===== src/rtl/lsq_pkg.sv =====
// lsq_pkg: shared LSQ sizing constants, tag type and wrapped-occupancy helper
package lsq_pkg;

    localparam int LSQ_DEPTH = 32;
    localparam int LSQ_AW    = 5;

    // {wrap, index}; the wrap bit distinguishes full from empty when indices match
    typedef logic [LSQ_AW:0] lsq_tag_t;

    function automatic lsq_tag_t lsq_occ(input lsq_tag_t tail, input lsq_tag_t head);
        return tail - head;
    endfunction

endpackage


===== src/rtl/lsq_alloc_prefix.sv =====
// lsq_alloc_prefix: slot-ordered tag offsets and request count for three slots
module lsq_alloc_prefix (
    input  logic [2:0] req,
    output logic [1:0] off0,
    output logic [1:0] off1,
    output logic [1:0] off2,
    output logic [1:0] nreq
);

    // Each slot's offset is the number of enabled slots ahead of it
    always_comb begin
        off0 = 2'd0;
        off1 = {1'b0, req[0]};
        off2 = {1'b0, req[0]} + {1'b0, req[1]};
        nreq = off2 + {1'b0, req[2]};
    end

endmodule


===== src/rtl/lsq_alloc.sv =====
// lsq_alloc: in-order LSQ tag allocator with retirement, flush rewind and overflow error
module lsq_alloc
    import lsq_pkg::*;
#(
    parameter int DEPTH = LSQ_DEPTH,
    parameter int AW    = LSQ_AW
) (
    input  logic          clk,
    input  logic          rst,
    input  logic          stall,
    input  logic          except,
    input  logic          req0_en,
    input  logic          req1_en,
    input  logic          req2_en,
    input  logic [1:0]    ret_cnt,
    output logic          do_stall,
    output logic          p0_en,
    output logic          p1_en,
    output logic          p2_en,
    output logic [AW:0]   p0_LSQ,
    output logic [AW:0]   p1_LSQ,
    output logic [AW:0]   p2_LSQ,
    output logic [AW:0]   head_out,
    output logic [AW:0]   tail_out,
    output logic [AW:0]   free_cnt,
    output logic          empty,
    output logic          full,
    output logic          err
);

    logic [AW:0] head, tail, occ, head_nxt;
    logic [1:0]  off0, off1, off2, nreq;
    logic [2:0]  req;
    logic        grant, over;

    assign req      = {req2_en, req1_en, req0_en};
    assign head_out = head;
    assign tail_out = tail;

    lsq_alloc_prefix u_prefix (
        .req  (req),
        .off0 (off0),
        .off1 (off1),
        .off2 (off2),
        .nreq (nreq)
    );

    // Status from registered pointers only; retirement this cycle never frees room early
    always_comb begin
        occ      = lsq_occ(tail, head);
        free_cnt = (AW+1)'(DEPTH) - occ;
        empty    = occ == '0;
        full     = occ == (AW+1)'(DEPTH);
        do_stall = (AW+1)'(nreq) > free_cnt;
        grant    = !stall && !except && !do_stall && nreq != 2'd0;
        over     = (AW+1)'(ret_cnt) > occ;
        head_nxt = head + (over ? occ : (AW+1)'(ret_cnt));
    end

    // Pointers, sticky error and one-cycle grant registers; a flush rewinds tail to the new head
    always_ff @(posedge clk or negedge rst) begin
        if (!rst) begin
            head   <= '0;
            tail   <= '0;
            err    <= 1'b0;
            p0_en  <= 1'b0;
            p1_en  <= 1'b0;
            p2_en  <= 1'b0;
            p0_LSQ <= '0;
            p1_LSQ <= '0;
            p2_LSQ <= '0;
        end else begin
            head   <= head_nxt;
            tail   <= except ? head_nxt : grant ? tail + (AW+1)'(nreq) : tail;
            err    <= err | over;
            p0_en  <= grant & req[0];
            p1_en  <= grant & req[1];
            p2_en  <= grant & req[2];
            p0_LSQ <= (grant & req[0]) ? tail + (AW+1)'(off0) : '0;
            p1_LSQ <= (grant & req[1]) ? tail + (AW+1)'(off1) : '0;
            p2_LSQ <= (grant & req[2]) ? tail + (AW+1)'(off2) : '0;
        end
    end

endmodule


===== config.mk =====
export PLATFORM = sky130hd
export DESIGN_NAME = lsq_alloc
export DESIGN_NICKNAME = d
export VERILOG_FILES = /design/src/rtl/lsq_pkg.sv /design/src/rtl/lsq_alloc_prefix.sv /design/src/rtl/lsq_alloc.sv
export SDC_FILE = /design/constraint.sdc
export NUM_CORES = 1
export LEC_CHECK = 0
export CORE_MARGIN = 1
export CORE_UTILIZATION = 51
export DETAILED_ROUTE_END_ITERATION = 16
export GPL_TIMING_DRIVEN = 0
export PLACE_DENSITY = 0.8
export SLEW_MARGIN = 20
export SYNTH_ARGS = -nofsm -noshare
export SYNTH_HDL_FRONTEND = slang
export SYNTH_HIERARCHICAL = 1
export SYNTH_SLANG_ARGS = --single-unit

===== constraint.sdc =====
create_clock -name clk -period 5.2 [get_ports clk]
set_input_delay 1.04 -clock clk [delete_from_list [all_inputs] [get_ports clk]]
set_output_delay 1.04 -clock clk [all_outputs]
set_load 0.05 [all_outputs]

==> metrics.md <==
| Metric | Value |
|---|---|
| H-tree depth | `2` |
| HPWL reported at the end of detailed placement | `3990 um` |
| Worst rel slew slack | `62.1%` |
| # nets final | `343` |
| DRC Markers | `0` |
| Initial DRC count | `69` |
| Worst skew pair latency | `290 ps` |
| Fillers | `348` |
| Reg2reg setup slack | `1100 ps` |
| Vias in the first global route | `1808` |
| DP Area | `3000 sq um` |
| CTS tree | `done` |
| Mapped Area | `2390 sq um` |
| Setup ws final | `196 ps` |
| Asr flop ratio synth | `100%` |
| First-pass GRT wire length | `8610 um` |
| DR vias/cell | `5.35` |
| R2r worst-path depth | `18` |
| Max Cap Viol | `0` |
| Placed Cells incl. Taps | `347` |
| Critical Path AT | `3960 ps` |
| Design area | `3110 sq um` |
| FF+latch area | `851 sq um` |
| Worst-Margin Slew | `568 ps` |
| DR vias | `1905` |
| F_max | `200 MHz` |
| Worst-path clk slew | `70 ps` |
| GRT Residual Overflow | `0` |
| Non-Filler Instances | `356` |
| Crit Path Max Fanout | `8` |
| Starting Density | `54.1%` |
| Final Skew | `10.9 ps` |
| Synth Register Bits | `34` |
| Largest net degree at the start of global routing | `24` |
| Status | `finished clean` |
| Worst setup SP type | `input pin` |
| Worst EP required | `4160 ps` |
| Port Buffers | `51` |
| Die Area | `4960 sq um` |
| Slew Viols, Final | `0` |
| Syn_area_per_cell | `10.0 sq um` |
| Core box area | `4410 sq um` |
| CP Capture Type | `output port` |
| Cell count after synthesis | `239` |
| Share of layout cells above drive strength 1 | `9.21%` |
| WHS Endpoint | `err` |
| Hold_ws | `466 ps` |
| Io pins | `52` |
| # hold bufs at CTS | `0` |
| Syn-to-layout area delta | `30.3%` |
| Setup violators final | `0` |
| Root buf cell | `clkbuf_8` |
| Largest area contributor in the synthesized netlist | `dfrtp_1` |
| Seq/Total Area, Yosys | `35.6%` |
| Cells taking the most area after synthesis | `dfrtp_1 36%, ha_1 13%, xnor2_1 6.2%` |
| Final Cycle Share | `96.2%` |
| R2r endpoint | `tail_out[5]` |
| Antenna Cells | `0` |
| Clock sink count | `34` |
| Worst hold path class | `reg -> reg` |
| Top cells by count, synth | `34 x dfrtp_1, 24 x ha_1, 24 x inv_1, 19 x and3_1, 17 x xnor2_1` |
| Gr usage total | `22.6%` |
| RSZ-0062 raised after global routing | `no` |
| Dpl ws | `-401 ps` |
| GR met3 Demand/Resource | `3.90%` |
| Die span in x | `70.5 um` |
| Area share of the largest cell type after synthesis | `35.6%` |
| Multi-input gate area in the final layout | `1410 sq um` |
| Post-synth top flop | `dfrtp_1` |
| Most numerous cell in the Yosys netlist | `dfrtp_1` |
| Final Hold Vio Count | `0` |
| Die Ht | `70.5 um` |
| Pre-antenna DRT Iters | `4` |
| Hold-critical path depth | `1` |
| RR Startpoint | `tail_out[0]` |
| Fin crit period | `5000 ps` |
| DR WL/cell | `14.2 um` |
| Met1 track utilization from global routing | `29.4%` |
| CTS max path bufs | `2` |
| Synth warnings | `6` |
| Post-synthesis cell type count | `44` |
| Number of buffers created by CTS | `5` |
| Row cnt | `24` |
| Hold Startpoint | `err` |
| RePlAce Congestion | `0.822` |
| M2 GR Usage | `38.5%` |
| Layer with the highest usage | `met2` |
| Post-synth EDFFs | `0` |
| Antenna viol nets, final | `0` |
| Initial antenna violation count | `0` |
| Routed wire length | `5060 um` |
| WS Path Type | `in -> out` |
-- cells by family (layout without fill, tap and decap cells) --
group / count (synthesis) / after routing / share of synthesized area, %
other: 2 / 6 / 0.314
AO/OA/AOI/OAI: 44 / 44 / 13.5
adder cells (fa/ha/maj): 31 / 31 / 18.4
AND/OR/NAND/NOR: 67 / 67 / 15.4
flip-flops: 34 / 34 / 35.6
buffers and inverters: 36 / 97 / 6.33
XOR/XNOR: 25 / 25 / 10.4
-- cell type report --
type	instances	area share [%]
Tap cell	52	2.09
Timing Repair Buffer	53	17.6
Clock buffer	6	2.65
Multi-Input combinational cell	173	45.1
Inverter	25	3.01
Sequential cell	34	27.3
Clock inverter	2	0.402
Buffer	11	1.85
-- metrics by stage --
stage               utilization, %  setup TNS (ps)
floorplan                        -               0
global placement              67.5            -375
detailed placement            68.0            -401
CTS                           70.2               0
global route                  70.5               0
finish                        70.5               0
-- timing repair --
action | CTS | global route
endpoints found under the setup margin | 1 | 1
resized for setup | 3 | 3
setup buffers | 0 | 1
-- how the worst max path moves through the flow --
stage                          end        start  cells past startpoint  slack, ps
after detailed placement  do_stall      req0_en                     10       -400
after floorplan           do_stall  tail_out[0]                     13        190
after CTS                 do_stall      req0_en                     10         30
after global placement    do_stall      req0_en                     10       -370
final                     do_stall      req2_en                     10        200
after global routing      do_stall      req2_en                     10        100
-- per-layer routing --
metal	part of all wire [%]	up-vias	routed length (um)
met5	0	-	0
met4	0.91	0	46
met3	3.1	5	155
met2	51	38	2590
met1	45	921	2270
li1	-	941	-
-- worst max-delay path, cell delays in order --
cell and delay (ps):
clkdlybuf4s50_1 540, fa_2 620, inv_1 60, ha_1 260
nand2_1 50, o21ai_0 150, or2_2 330, o41a_1 390
nor2_1 130, clkdlybuf4s15_2 380
-- cells in the final DEF, fill, tap and decap left out, types with 4 or more instances in the layout --
master,synthesis,routed
clkbuf_1,6,6
xnor2_1,17,17
dfrtp_1,34,34
clkdlybuf4s50_1,0,47
clkbuf_8,0,6
nand2_1,12,12
fa_1,7,6
nand3_1,4,4
ha_1,24,24
nor2_1,12,12
xor2_1,4,4
conb_1,2,6
and2_1,4,4
and3_1,19,19
inv_1,24,24
buf_4,4,5
o21ai_0,7,7
a21oi_1,9,9
a21o_1,8,8
-- flip-flops by register name (all words and copies together) (netlist names) --
signal    cells
head_out      6
p0_LSQ        6
p1_LSQ        6
p2_LSQ        6
tail_out      6
err           1
p0_en         1
p1_en         1
p2_en         1
Power is not shown: default switching activity piles up to over one toggle a cycle in this logic, so the estimate is an artifact.
